--- src/rtl/jogador_automatico.sv ---
// Self-play responder for the memory game: captures each LED sequence and replays it on the buttons.
// Registered outputs, one-cycle decisions; no backpressure (the game's leds/result lines are only observed).
module jogador_automatico #(
  parameter int MAX_NIVEL    = 16,
  parameter int QUIET_CYCLES = 8,
  parameter int PRESS_CYCLES = 3,
  parameter int GAP_CYCLES   = 2
) (
  input  logic       clock,
  input  logic       reset,
  input  logic       habilita,
  input  logic       errar,
  input  logic [3:0] leds,
  input  logic       ganhou,
  input  logic       perdeu,
  input  logic       pronto,
  output logic       jogar,
  output logic [3:0] botoes,
  output logic       vitoria,
  output logic       derrota,
  output logic       estouro,
  output logic       ocupado,
  output logic [3:0] db_estado,
  output logic [4:0] db_contagem
);

  localparam int          AW        = (MAX_NIVEL > 1) ? $clog2(MAX_NIVEL) : 1;
  localparam logic [4:0]  MAX_C     = 5'(MAX_NIVEL);
  localparam logic [15:0] QUIET_FIM = 16'(QUIET_CYCLES - 1);
  localparam logic [7:0]  PRESS_FIM = 8'(PRESS_CYCLES - 1);
  localparam logic [7:0]  GAP_FIM   = 8'(GAP_CYCLES - 1);

  typedef enum logic [2:0] {
    INICIAL   = 3'd0,
    JOGAR     = 3'd1,
    OBSERVA   = 3'd2,
    PRESSIONA = 3'd3,
    SOLTA     = 3'd4,
    FIM       = 3'd6,
    ESTOURO   = 3'd7
  } estado_t;

  estado_t     estado;
  logic [3:0]  mem [MAX_NIVEL];
  logic [3:0]  leds_ant;
  logic [4:0]  cnt;
  logic [4:0]  idx;
  logic [4:0]  idx_prox;
  logic [15:0] quieto;
  logic [7:0]  tempo;
  logic        evento;
  logic        resultado;
  logic [3:0]  tecla_ini;
  logic [3:0]  tecla_prox;

  function automatic logic [3:0] girar(input logic [3:0] v);
    return {v[2:0], v[3]};
  endfunction

  // Button value for the first press of a round and for the press after the current one;
  // the deliberate mistake only ever lands on the final press.
  always_comb begin
    evento     = (leds != 4'd0) && (leds != leds_ant);
    resultado  = ganhou | perdeu | pronto;
    idx_prox   = idx + 5'd1;
    tecla_ini  = mem[0];
    if (errar && cnt == 5'd1)
      tecla_ini = girar(mem[0]);
    tecla_prox = mem[idx_prox[AW-1:0]];
    if (errar && idx_prox == cnt - 5'd1)
      tecla_prox = girar(mem[idx_prox[AW-1:0]]);
  end

  assign ocupado     = (estado != INICIAL);
  assign db_estado   = {1'b0, estado};
  assign db_contagem = cnt;

  always_ff @(posedge clock) begin
    if (!reset) begin
      estado   <= INICIAL;
      jogar    <= 1'b0;
      botoes   <= 4'd0;
      vitoria  <= 1'b0;
      derrota  <= 1'b0;
      estouro  <= 1'b0;
      leds_ant <= 4'd0;
      cnt      <= 5'd0;
      idx      <= 5'd0;
      quieto   <= 16'd0;
      tempo    <= 8'd0;
    end else begin
      leds_ant <= leds;
      jogar    <= 1'b0;
      case (estado)
        INICIAL: begin
          botoes <= 4'd0;
          if (habilita) begin
            estado <= JOGAR;
            jogar  <= 1'b1;
          end
        end
        JOGAR: begin
          if (!habilita) begin
            estado <= INICIAL;
            botoes <= 4'd0;
          end else begin
            cnt     <= 5'd0;
            quieto  <= 16'd0;
            vitoria <= 1'b0;
            derrota <= 1'b0;
            estado  <= OBSERVA;
          end
        end
        OBSERVA, PRESSIONA, SOLTA: begin
          // Abort beats a game result, which beats everything else.
          if (!habilita) begin
            estado <= INICIAL;
            botoes <= 4'd0;
          end else if (resultado) begin
            estado  <= FIM;
            botoes  <= 4'd0;
            vitoria <= ganhou;
            derrota <= perdeu;
          end else if (estado == OBSERVA) begin
            if (evento) begin
              if (cnt < MAX_C) begin
                mem[cnt[AW-1:0]] <= leds;
                cnt              <= cnt + 5'd1;
                quieto           <= 16'd0;
              end else begin
                estado  <= ESTOURO;
                estouro <= 1'b1;
                botoes  <= 4'd0;
              end
            end else if (leds == 4'd0 && cnt != 5'd0) begin
              if (quieto == QUIET_FIM) begin
                quieto <= 16'd0;
                idx    <= 5'd0;
                tempo  <= 8'd0;
                botoes <= tecla_ini;
                estado <= PRESSIONA;
              end else begin
                quieto <= quieto + 16'd1;
              end
            end else if (cnt == 5'd0) begin
              quieto <= 16'd0;
            end
          end else if (estado == PRESSIONA) begin
            if (tempo == PRESS_FIM) begin
              tempo  <= 8'd0;
              botoes <= 4'd0;
              estado <= SOLTA;
            end else begin
              tempo <= tempo + 8'd1;
            end
          end else begin
            if (tempo == GAP_FIM) begin
              tempo <= 8'd0;
              idx   <= idx_prox;
              if (idx_prox == cnt) begin
                cnt    <= 5'd0;
                quieto <= 16'd0;
                estado <= OBSERVA;
              end else begin
                botoes <= tecla_prox;
                estado <= PRESSIONA;
              end
            end else begin
              tempo <= tempo + 8'd1;
            end
          end
        end
        FIM: begin
          botoes <= 4'd0;
          if (!habilita)
            estado <= INICIAL;
        end
        ESTOURO: begin
          botoes <= 4'd0;
          if (!habilita) begin
            estado  <= INICIAL;
            estouro <= 1'b0;
          end
        end
        default: begin
          estado <= INICIAL;
          botoes <= 4'd0;
        end
      endcase
    end
  end

endmodule
--- config.mk ---
export PLATFORM = sky130hd
export DESIGN_NAME = jogador_automatico
export DESIGN_NICKNAME = d
export VERILOG_FILES = /design/src/rtl/jogador_automatico.sv
export SDC_FILE = /design/constraint.sdc
export NUM_CORES = 1
export LEC_CHECK = 0
export CORE_ASPECT_RATIO = 0.7
export CORE_MARGIN = 2
export CORE_UTILIZATION = 37
export DETAILED_ROUTE_END_ITERATION = 6
export GPL_TIMING_DRIVEN = 0
export SETUP_SLACK_MARGIN = 0.5
export SYNTH_ARGS = -nofsm -noshare
export SYNTH_HDL_FRONTEND = slang
export SYNTH_SLANG_ARGS = --single-unit
--- constraint.sdc ---
create_clock -name clock -period 3.9 [get_ports clock]
set_clock_uncertainty 0.1 [all_clocks]
set_input_delay 0.975 -clock clock [delete_from_list [all_inputs] [get_ports clock]]
set_output_delay 0.975 -clock clock [all_outputs]
set_load 0.01 [all_outputs]
==> reports/qor.yml, run 1 <==
run_status: "finished clean"
drt_pre_antenna_iters: 5
cts.root.buffer_cell: "sky130_fd_sc_hd__clkbuf_16"
critical_path.n_buffers_inverters: 2
cts-buffers-inserted: 17
worst_setup_sp_type: "input port"
initial_cell_density_of_the_core_pct: 37.4
port-buffer-count: 26
distinct_cell_type_count_of_the_synthesized_netlist: 62
worst_path_max_delay_cell: "sky130_fd_sc_hd__or4b_4"
layout.filler_cells: 1409
syn2layout_area_growth_pct: 19.8
clock_sinks: 113
placement_rows: 38
finalWirelength_um: 14500
synth.area.top_cells: "sky130_fd_sc_hd__edfxtp_1 33%, sky130_fd_sc_hd__dfxtp_1 17%, sky130_fd_sc_hd__mux4_2 6.3%, sky130_fd_sc_hd__mux2i_1 3.7%, sky130_fd_sc_hd__nor2_1 3.5%"
grt_start_max_net_pins: 21
synth_async_sr_flop_share_pct: 0
maxClockFrequency_mhz: 305
hold_path.class: "flop to flop"
powerDensity_nw_per_um2: 419
dieHeight_um: 108
die-area_sq_um: 16600
horiz_die_dim_um: 153
post-cts-setup-buffer-count: 0
post_synth.cell_area_avg_sq_um: 11.1
grt_pass1_vias: 4155
grt_remaining_overflow: 0
core-area_sq_um: 15400
relSlewSlack_pct: 45.5
peakVddDrop_mv: 0.295
yosysTopAreaCell: "sky130_fd_sc_hd__edfxtp_1"
grt_first_pass_wirelength_um: 23200
synth.yosys.seq_area_share_pct: 50.5
critPathMaxFanout: 8
final_critical_path_setup_slack_ns: 0.620
timing.hold.ws_ns: 0.363
clock_insertion_delay_worst_skew_ns: 0.42
layout_worst_path_cycle_share_pct: 84.1
endpoint_kind: "flop"
arrival_ns: 3.27
worstPathRequired_ns: 3.89
finalSetupViolations: 0
timing.critical_path.slowest_cell_delay_ns: 0.63
dpl_worst_slack_ns: -0.555
path_clk_slew_ns: 0.05
fin_nets: 583
cpLargestDelayFamily: "simple AND/OR/NAND/NOR gates"
total_routing_usage_gr_pct: 18.4
bufs_on_longest_clock_path: 2
number_of_drc_markers_in_iteration_0: 367
cellLeakagePower_nw: 2.30
final-hold-violation-count: 0
rsz0062_at_grt: "true"
r2r_setup_slack_ns: 0.83
floorplan.io_pins: 29
tritoncts: "done"
crit_start: "perdeu"
dp_hpwl_um: 10200
number_of_warnings_issued_by_yosys: 0
crit_path_end: "mem[13][3]"
reg2reg_from: "idx[0]"
post_route_cells_drive_above_1_share_pct: 16.7
postRouteAntennaNets: 0
grt_antenna_before_repair: 0
max_cap_violations: 0
place_congestion: 0.892
num_antenna_cells: 0
detailed_route_wire_length_per_cell_um: 18.7
yosys_most_used_dff: "sky130_fd_sc_hd__edfxtp_1"
post_dp_cell_area_sq_um: 6260
cp.depth: 7
vias: 4345
cts.htree.levels: 4
synthesized_nets: 538
drc_errors: 0
worstRegToRegCells: 9
via_per_inst: 5.61
timing.rr.end: "botoes[0]"
yosysTopAreaCellShare_pct: 33.4
timing.critical_path.cells: "clkdlybuf4s50_1, or4b_4, nor4_4, and2_1, clkbuf_2, nand3_1, nor2_2"
report.final.slew_viol_count: 0
final_area_sq_um: 6880
synth-edff-count: 64
worstMarginPinSlew_ns: 0.809
post_synth_instance_area_sq_um: 5750
netlist_instances: 517
layout_min_cycle_time_ns: 3.28
ys_seq_elements: 113
timing.setup.critical_path_class: "input port to flop"
state kept, by name, summed over array words and instances, names as in the netlist:
register / flops
estouro: 1
quieto: 16
leds_ant: 4
botoes: 4
estado: 3
mem: 64
tempo: 8
db_contagem: 5
jogar: 1
idx: 5
vitoria: 1
derrota: 1
metal layers:
layer | vias up | track usage (%) | share of wire, %
met3 | 16 | 4.33 | 5.3
met2 | 121 | 26.7 | 43
li1 | 2043 | - | -
met5 | - | 0 | 0
met1 | 2165 | 27.2 | 50
met4 | 0 | 5.82 | 1.2
synthesized netlist by cell type, types with 5 or more instances:
cell type                   n
sky130_fd_sc_hd__a21oi_1   28
sky130_fd_sc_hd__a31oi_1    6
sky130_fd_sc_hd__and2_1     6
sky130_fd_sc_hd__and3_1    13
sky130_fd_sc_hd__and4_1     5
sky130_fd_sc_hd__buf_2      9
sky130_fd_sc_hd__clkbuf_1  11
sky130_fd_sc_hd__dfxtp_1   49
sky130_fd_sc_hd__edfxtp_1  64
sky130_fd_sc_hd__ha_1      10
sky130_fd_sc_hd__inv_1     15
sky130_fd_sc_hd__mux2_2     5
sky130_fd_sc_hd__mux2i_1   21
sky130_fd_sc_hd__mux4_2    16
sky130_fd_sc_hd__nand2_1   30
sky130_fd_sc_hd__nand3_1   19
sky130_fd_sc_hd__nand4_1    7
sky130_fd_sc_hd__nor2_1    54
sky130_fd_sc_hd__nor3_1    13
sky130_fd_sc_hd__nor4_1    11
sky130_fd_sc_hd__o21ai_0   21
sky130_fd_sc_hd__o311ai_0   5
sky130_fd_sc_hd__or3_1     10
sky130_fd_sc_hd__xnor2_1   10
sky130_fd_sc_hd__xor2_1    10
area by class of cell:
type / instances / area, sq um / area share (%)
plain buffers: 26 / 141 / 2.05
clock buffers: 18 / 429 / 6.24
clock inverters: 14 / 119 / 1.73
inverters: 15 / 56.3 / 0.818
multi-input cells: 363 / 2720 / 39.5
flip-flops and latches: 113 / 2900 / 42.2
well taps: 200 / 250 / 3.64
repair buffers: 26 / 265 / 3.86
tightest hold or removal path, delay by kind of cell, from the launching register on:
kind             cells  cell delay [ns]
DFF                  1             0.31
and+or+nand+nor      1             0.05
muxes                1             0.05
power breakdown:
| part | total, mW | switching (mW) | internal (mW) |
|---|---|---|---|
| logic | 0.185 | 0.118 | 0.0669 |
| registers | 1.27 | 0.00483 | 1.27 |
| clock network | 1.43 | 0.560 | 0.868 |
through the flow:
step | std cells | utilization, % | setup TNS, ns | power, mW
floorplan | 517 | - | 0 | 1.40
global placement | 743 | 40.7 | -32.98 | 1.47
detailed placement | 743 | 40.7 | -36.92 | 1.47
CTS | 775 | 44.6 | 0 | 2.90
global route | 775 | 44.8 | 0 | 2.98
finish | 775 | 44.8 | 0 | 2.88
layout by cell type (no fill, tap or decap), types with 5 or more instances in the layout:
cell                               n
sky130_fd_sc_hd__a21oi_1          27
sky130_fd_sc_hd__a31oi_1           5
sky130_fd_sc_hd__and2_1            6
sky130_fd_sc_hd__and3_1           13
sky130_fd_sc_hd__and4_1            5
sky130_fd_sc_hd__buf_2             9
sky130_fd_sc_hd__clkbuf_1         11
sky130_fd_sc_hd__clkbuf_16        17
sky130_fd_sc_hd__clkdlybuf4s50_1  22
sky130_fd_sc_hd__dfxtp_1          49
sky130_fd_sc_hd__edfxtp_1         64
sky130_fd_sc_hd__ha_1             10
sky130_fd_sc_hd__inv_1            15
sky130_fd_sc_hd__mux2_2            5
sky130_fd_sc_hd__mux2i_1          21
sky130_fd_sc_hd__mux4_2           16
sky130_fd_sc_hd__nand2_1          30
sky130_fd_sc_hd__nand3_1          19
sky130_fd_sc_hd__nand4_1           7
sky130_fd_sc_hd__nor2_1           47
sky130_fd_sc_hd__nor2_2            6
sky130_fd_sc_hd__nor3_1           12
sky130_fd_sc_hd__nor4_1            9
sky130_fd_sc_hd__o21ai_0          21
sky130_fd_sc_hd__o311ai_0          5
sky130_fd_sc_hd__or3_1            10
sky130_fd_sc_hd__xnor2_1          10
sky130_fd_sc_hd__xor2_1           10
kinds of logic (layout without fill, tap and decap cells):
logic type | Yosys count | after routing | share of synthesized area, %
buffers and inverters | 41 | 99 | 3.42
multiplexers | 42 | 42 | 10.9
other | 1 | 1 | 0.0653
XOR/XNOR | 22 | 22 | 3.83
flip-flops | 113 | 113 | 50.5
adder cells (fa/ha/maj) | 10 | 10 | 2.18
AO/OA/AOI/OAI | 89 | 89 | 10.6
AND/OR/NAND/NOR | 199 | 199 | 18.5
worst min-delay path by stage:
stage | to | startpoint | depth (start not counted) | slack [ns]
after floorplan | quieto[1] | quieto[1] | 2 | 0.37
after global placement | botoes[2] | botoes[2] | 2 | 0.36
after detailed placement | botoes[2] | botoes[2] | 2 | 0.35
after CTS | botoes[2] | botoes[2] | 2 | 0.37
after global routing | botoes[1] | botoes[1] | 2 | 0.39
final | botoes[2] | botoes[2] | 2 | 0.36
repair_timing:
item | CTS | global route
gates resized for setup | 21 | 9
hold buffers | 0 | 0
hold endpoints to repair | 0 | 0
endpoints found under the setup margin | 100 | 56
Note: power is estimated with default switching activity, not from simulation.
==> inputs of run 2 (changes only) <==
Clock period 3.9 ns to 3.4 ns, I/O delays scaled along.
==> run 2 against run 1 <==
  * Worst setup slack better by 0.019 ns
  * Design area is 3.5% higher
  * Count of clock-buffer cells in the layout stayed put
  * Die area stayed put
  * Total power is 15% higher
  * Sequential cell count stayed put
==> reports/qor.yml, run 2 (same netlist as run 1, synthesis figures left out) <==
grt_start_max_net_pins: 21  # unchanged
switching_share_pct: 23.9  # was 23.7%
cts.htree.levels: 4  # unchanged
maxClockFrequency_mhz: 362
port-buffer-count: 26  # unchanged
endpoint_kind: "flop"  # unchanged
finalWirelength_um: 14700  # was 14500 um
dieHeight_um: 108  # unchanged
tritoncts: "done"  # unchanged
switching_power_mw: 0.794  # was 0.683 mW
die-area_sq_um: 16600  # unchanged
final-hold-violation-count: 0  # unchanged
report.final.slew_viol_count: 0  # unchanged
number_of_drc_markers_in_iteration_0: 284  # was 367
grt_first_pass_wirelength_um: 22700  # was 23200 um
layout_min_cycle_time_ns: 2.76
timing.setup.critical_path_class: "input port to flop"  # unchanged
total_of_hold_buffers_inserted_after_clock_tree_synthesis: 0  # unchanged
core-area_sq_um: 15400  # unchanged
worstMarginPinSlew_ns: 0.691  # was 0.809 ns
clock_power_share_pct: 49.4  # was 49.5%
num_antenna_cells: 0  # unchanged
run_status: "finished clean"  # unchanged
max_cap_violations: 0  # unchanged
total_routing_usage_gr_pct: 18.1  # was 18.4%
fin_setup_tns_ns: 0  # unchanged
grt_remaining_overflow: 0  # unchanged
post_route_cells_drive_above_1_share_pct: 21.0  # was 16.7%
timing.hold.ws_ns: 0.368  # was 0.363 ns
dp_hpwl_um: 10100  # was 10200 um
total_power_mw: 3.32  # was 2.88 mW
most_frequent_cells_in_the_layout: "64 x sky130_fd_sc_hd__edfxtp_1, 49 x sky130_fd_sc_hd__dfxtp_1, 41 x sky130_fd_sc_hd__nor2_1"  # was 64 x sky130_fd_sc_hd__edfxtp_1, 49 x sky130_fd_sc_hd__dfxtp_1, 47 x sky130_fd_sc_hd__nor2_1
largest_register_ff_count: 64  # unchanged
syn2layout_area_growth_pct: 24.0  # was 19.8%
critical-path-top-cell-by-count: "sky130_fd_sc_hd__nor4_4"
detailed_route_wire_length_per_cell_um: 18.8  # was 18.7 um
drt_pre_antenna_iters: 5  # unchanged
cts-buffers-inserted: 17  # unchanged
cellLeakagePower_nw: 2.41  # was 2.30 nW
floorplan.io_pins: 29  # unchanged
path_clk_slew_ns: 0.05  # about the same
arrival_ns: 3.00  # was 3.27 ns
combinationalPowerShare_pct: 6.6  # was 6.4%
worst_path_max_delay_cell: "sky130_fd_sc_hd__nor4_4"  # was sky130_fd_sc_hd__or4b_4
cts.root.buffer_cell: "sky130_fd_sc_hd__clkbuf_16"  # unchanged
timing.critical_path.slowest_cell_delay_ns: 0.45  # was 0.63 ns
clock_insertion_delay_worst_skew_ns: 0.42  # about the same
place_congestion: 0.835  # was 0.892
worst_setup_sp_type: "input port"  # unchanged
initial_cell_density_of_the_core_pct: 37.4  # unchanged
clock_sinks: 113  # unchanged
fin_nets: 589  # was 583
internal_power_mw: 2.53  # was 2.20 mW
grt_pass1_vias: 4174  # was 4155
finalSetupViolations: 0  # unchanged
rsz0062_at_grt: "false"  # was true
postRouteAntennaNets: 0  # unchanged
timing.critical_path.cells: "buf_2, xor2_4, nor4_4, nor4_4, buf_4, nand3b_1, a31oi_2, mux2i_1"  # was clkdlybuf4s50_1, or4b_4, nor4_4, and2_1, clkbuf_2, nand3_1, nor2_2
bufs_on_longest_clock_path: 2  # unchanged
layout_worst_path_cycle_share_pct: 81.2
powerDensity_nw_per_um2: 466  # was 419 nW/um^2
placement_rows: 38  # unchanged
hold_path.class: "flop to flop"  # unchanged
relSlewSlack_pct: 53.6  # was 45.5%
vias: 4417  # was 4345
drc_errors: 0  # unchanged
via_per_inst: 5.66  # was 5.61
seq_power_share_pct: 44.0  # was 44.1%
peakVddDrop_mv: 0.273  # was 0.295 mV
worstPathRequired_ns: 3.64  # was 3.89 ns
horiz_die_dim_um: 153  # unchanged
grt_antenna_before_repair: 0  # unchanged
critPathMaxFanout: 20  # was 8
layout.cells.most_common: "sky130_fd_sc_hd__edfxtp_1"  # unchanged
[run 2: changes by cell type in the layout (fill, tap and decap cells not counted), sizes merged]
cell | previous run | this run
buf | 14 | 25
clkbuf | 30 | 29
clkdlybuf4s15 | 4 | 0
clkdlybuf4s50 | 22 | 18
dlygate4sd2 | 0 | 1
dlymetal6s2s | 0 | 3
[run 2: cell type report]
| cell class | instances | area, sq um |
|---|---|---|
| sequential | 113 | 2900 |
| buffer | 26 | 149 |
| multi-input combinational | 363 | 2930 |
| timing repair buffer | 32 | 292 |
| fill | 1359 | 8230 |
| clock inverter | 14 | 119 |
| clock buffer | 18 | 429 |
| tap | 200 | 250 |
| inverter | 15 | 56.3 |
[run 2: path summary, 6_finish.rpt]
kind / slack, ns / depth (start not counted) / from / endpoint
worst max register to register: 0.70 / 9 / idx[1] / botoes[2]
worst max-delay path: 0.64 / 8 / leds[3] / botoes[0]
worst min-delay path: 0.37 / 2 / botoes[1] / botoes[1]
worst min register to register: 0.37 / 2 / botoes[1] / botoes[1]
[run 2: routing by layer]
| layer | part of all wire [%] | vias to the layer above | track usage [%] |
|---|---|---|---|
| li1 | - | 2059 | - |
| met1 | 48 | 2178 | 25.9 |
| met2 | 43 | 164 | 26.2 |
| met3 | 7.3 | 16 | 5.29 |
| met4 | 1.4 | 0 | 6.55 |
| met5 | 0 | - | 0 |
[run 2: through the flow]
| step | util, % | setup WS (ns) | std cells | instance area, sq um |
|---|---|---|---|---|
| floorplan | - | 0.510 | 517 | 5750 |
| global route | 46.4 | 0.505 | 781 | 7120 |
| global placement | 40.8 | -0.921 | 743 | 6260 |
| finish | 46.4 | 0.638 | 781 | 7120 |
| CTS | 45.8 | 0.460 | 779 | 7040 |
| detailed placement | 40.8 | -0.983 | 743 | 6260 |
[run 2: critical path: cells and delay by family]
| kind | cells | cell delay (ns) |
|---|---|---|
| muxes | 1 | 0.24 |
| and+or+nand+nor | 3 | 0.73 |
| xor gates and xnor gates | 1 | 0.17 |
| buffers and inverters | 2 | 0.55 |
| AOI/OAI and AO/OA | 1 | 0.45 |
[run 2: what timing repair did]
item	in CTS	in global routing
setup endpoints to repair	107	95
gates resized for setup	56	27
setup buffers	4	2
pin swaps	2	5
[run 2: power by group through the flow]
stage	Clock [mW]	Combinational, mW	Sequential, mW
after global placement	0	0.197	1.49
after floorplan	0	0.115	1.49
after global routing	1.73	0.239	1.46
after detailed placement	0	0.200	1.49
final	1.64	0.220	1.46
after CTS	1.66	0.209	1.46
==> inputs of run 3 (changes only) <==
Clock period 3.4 ns to 2.8 ns, I/O delays scaled along.
==> run 3 against run 2 <==
  * Combinational power increased by 67%
  * Final cell count up 4.9%
  * Register-to-register slack worse by 0.39 ns
  * Sequential cell count stayed put
  * Total power is 22% higher
  * Sequential power increased by 21%
  * Clock power rose by 16%
  * Utilization is 6.6 points higher
  * Critical path depth rose by 2
  * Critical path type is now flop to flop
  * Largest cell class unchanged
==> reports/qor.yml, run 3 (same netlist as run 1, synthesis figures left out) <==
syn2layout_area_growth_pct: 41.5  # was 24.0%
drt_pre_antenna_iters: 5  # unchanged
dp_hpwl_um: 10200  # was 10100 um
number_of_drc_markers_in_iteration_0: 293  # was 284
total_routing_usage_gr_pct: 19.6  # was 18.1%
grt_pass1_vias: 4429  # was 4174
timing.setup.critical_path_class: "flop to flop"  # was input port to flop
timing.critical_path.cells: "ha_4, buf_12, xnor2_4, nand2_2, a2111oi_4, buf_4, a31oi_4, buf_6, or4_1, o211ai_1"  # was buf_2, xor2_4, nor4_4, nor4_4, buf_4, nand3b_1, a31oi_2, mux2i_1
bufs_on_longest_clock_path: 2  # unchanged
detailed_route_wire_length_per_cell_um: 19.7  # was 18.8 um
die-area_sq_um: 16600  # unchanged
via_per_inst: 5.60  # was 5.66
placement_rows: 38  # unchanged
grt_first_pass_wirelength_um: 24800  # was 22700 um
clock_insertion_delay_worst_skew_ns: 0.41  # was 0.42 ns
layout.filler_cells: 1292  # was 1359
most_frequent_cells_in_the_layout: "64 x sky130_fd_sc_hd__edfxtp_1, 42 x sky130_fd_sc_hd__dfxtp_1, 39 x sky130_fd_sc_hd__nor2_1"  # was 64 x sky130_fd_sc_hd__edfxtp_1, 49 x sky130_fd_sc_hd__dfxtp_1, 41 x sky130_fd_sc_hd__nor2_1
layout_min_cycle_time_ns: 2.49
post_dp_cell_area_sq_um: 6450  # was 6260 sq um
total_of_hold_buffers_inserted_after_clock_tree_synthesis: 0  # unchanged
peakVddDrop_mv: 0.402  # was 0.273 mV
run_status: "finished clean"  # unchanged
fin_nets: 627  # was 589
timing.critical_path.slowest_cell_delay_ns: 0.40  # was 0.45 ns
path_clk_slew_ns: 0.05  # about the same
vias: 4585  # was 4417
grt_start_max_net_pins: 21  # unchanged
critPathMaxFanout: 5  # was 20
finalSetupViolations: 0  # unchanged
cts.root.buffer_cell: "sky130_fd_sc_hd__clkbuf_16"  # unchanged
endpoint_kind: "flop"  # unchanged
grt_remaining_overflow: 0  # unchanged
max_cap_violations: 0  # unchanged
postRouteAntennaNets: 0  # unchanged
arrival_ns: 2.73  # was 3.00 ns
dieHeight_um: 108  # unchanged
place_congestion: 0.848  # was 0.835
cts.htree.levels: 4  # unchanged
initial_cell_density_of_the_core_pct: 37.4  # unchanged
hold_path.class: "flop to flop"  # unchanged
tritoncts: "done"  # unchanged
horiz_die_dim_um: 153  # unchanged
post_route_cells_drive_above_1_share_pct: 36.8  # was 21.0%
floorplan.io_pins: 29  # unchanged
fin_setup_tns_ns: 0  # unchanged
worst_setup_sp_type: "flop"  # was input port
num_antenna_cells: 0  # unchanged
maxClockFrequency_mhz: 401
layout.cells.most_common: "sky130_fd_sc_hd__edfxtp_1"  # unchanged
clock_sinks: 113  # unchanged
layout_worst_path_cycle_share_pct: 89.0
final-hold-violation-count: 0  # unchanged
report.final.slew_viol_count: 0  # unchanged
finalWirelength_um: 16100  # was 14700 um
drc_errors: 0  # unchanged
cts-buffers-inserted: 17  # unchanged
cellLeakagePower_nw: 2.78  # was 2.41 nW
largest_register_ff_count: 64  # unchanged
powerDensity_nw_per_um2: 498  # was 466 nW/um^2
final_area_sq_um: 8130  # was 7120 sq um
relSlewSlack_pct: 50.1  # was 53.6%
grt_antenna_before_repair: 0  # unchanged
core-area_sq_um: 15400  # unchanged
worstMarginPinSlew_ns: 0.749  # was 0.691 ns
worstPathRequired_ns: 3.04  # was 3.64 ns
worst_path_max_delay_cell: "sky130_fd_sc_hd__or4_1"  # was sky130_fd_sc_hd__nor4_4
port-buffer-count: 26  # unchanged
rsz0062_at_grt: "true"  # was false
run 3: layer usage:
| metal | GRT usage [%] | wire length (um) | vias up |
|---|---|---|---|
| met5 | 0 | 0 | - |
| met4 | 6.61 | 259 | 0 |
| met3 | 4.41 | 691 | 28 |
| met2 | 30.3 | 7390 | 128 |
| met1 | 27.5 | 7790 | 2294 |
| li1 | - | - | 2135 |
run 3: what timing repair did:
action	in CTS	in global routing
resized for setup	175	56
setup endpoints to repair	112	104
buffers inserted	19	19
cloned	2	4
hold endpoints to repair	0	0
pin swaps	38	32
run 3: worst paths after layout:
kind	startpoint	to	slack, ns	cells after the start
worst max-delay path	idx[0]	quieto[8]	0.31	10
worst min-delay path	botoes[1]	botoes[1]	0.36	2
worst max register to register	idx[0]	quieto[8]	0.31	10
worst min register to register	botoes[1]	botoes[1]	0.36	2
run 3: stage by stage:
| step | worst slack (ns) | utilization (%) | power (mW) | cells | hold slack (ns) |
|---|---|---|---|---|---|
| after floorplan | 0.203 | - | 1.96 | 517 | 0.367 |
| after detailed placement | -1.25 | 42.0 | 2.06 | 743 | 0.349 |
| after CTS | 0.371 | 50.3 | 4.03 | 796 | 0.364 |
| after global routing | 0.247 | 52.9 | 4.18 | 819 | 0.377 |
| after global placement | -1.11 | 42.0 | 2.06 | 743 | 0.359 |
| final | 0.308 | 52.9 | 4.05 | 819 | 0.358 |
run 3: area by class of cell:
cell class	count	area [sq um]	share of cell area, %
multi-input cells	364	3420	42.1
flip-flops and latches	113	2920	35.9
repair buffers	69	706	8.68
clock buffers	26	489	6.02
plain buffers	26	253	3.11
well taps	200	250	3.08
inverters	15	56.3	0.692
clock inverters	6	32.5	0.400
run 3: power breakdown:
| group | internal (mW) | switching (mW) | total [mW] |
|---|---|---|---|
| Sequential | 1.76 | 0.0105 | 1.77 |
| Clock | 1.19 | 0.717 | 1.91 |
| Combinational | 0.164 | 0.203 | 0.368 |
run 3: worst max-delay path: cells and delay by family (launching register included):
family	cells	cell delay (ns)
compound gates	3	0.57
buf+inv	3	0.52
simple gates	2	0.48
flops	1	0.36
fa+ha+maj	1	0.25
xor+xnor	1	0.13
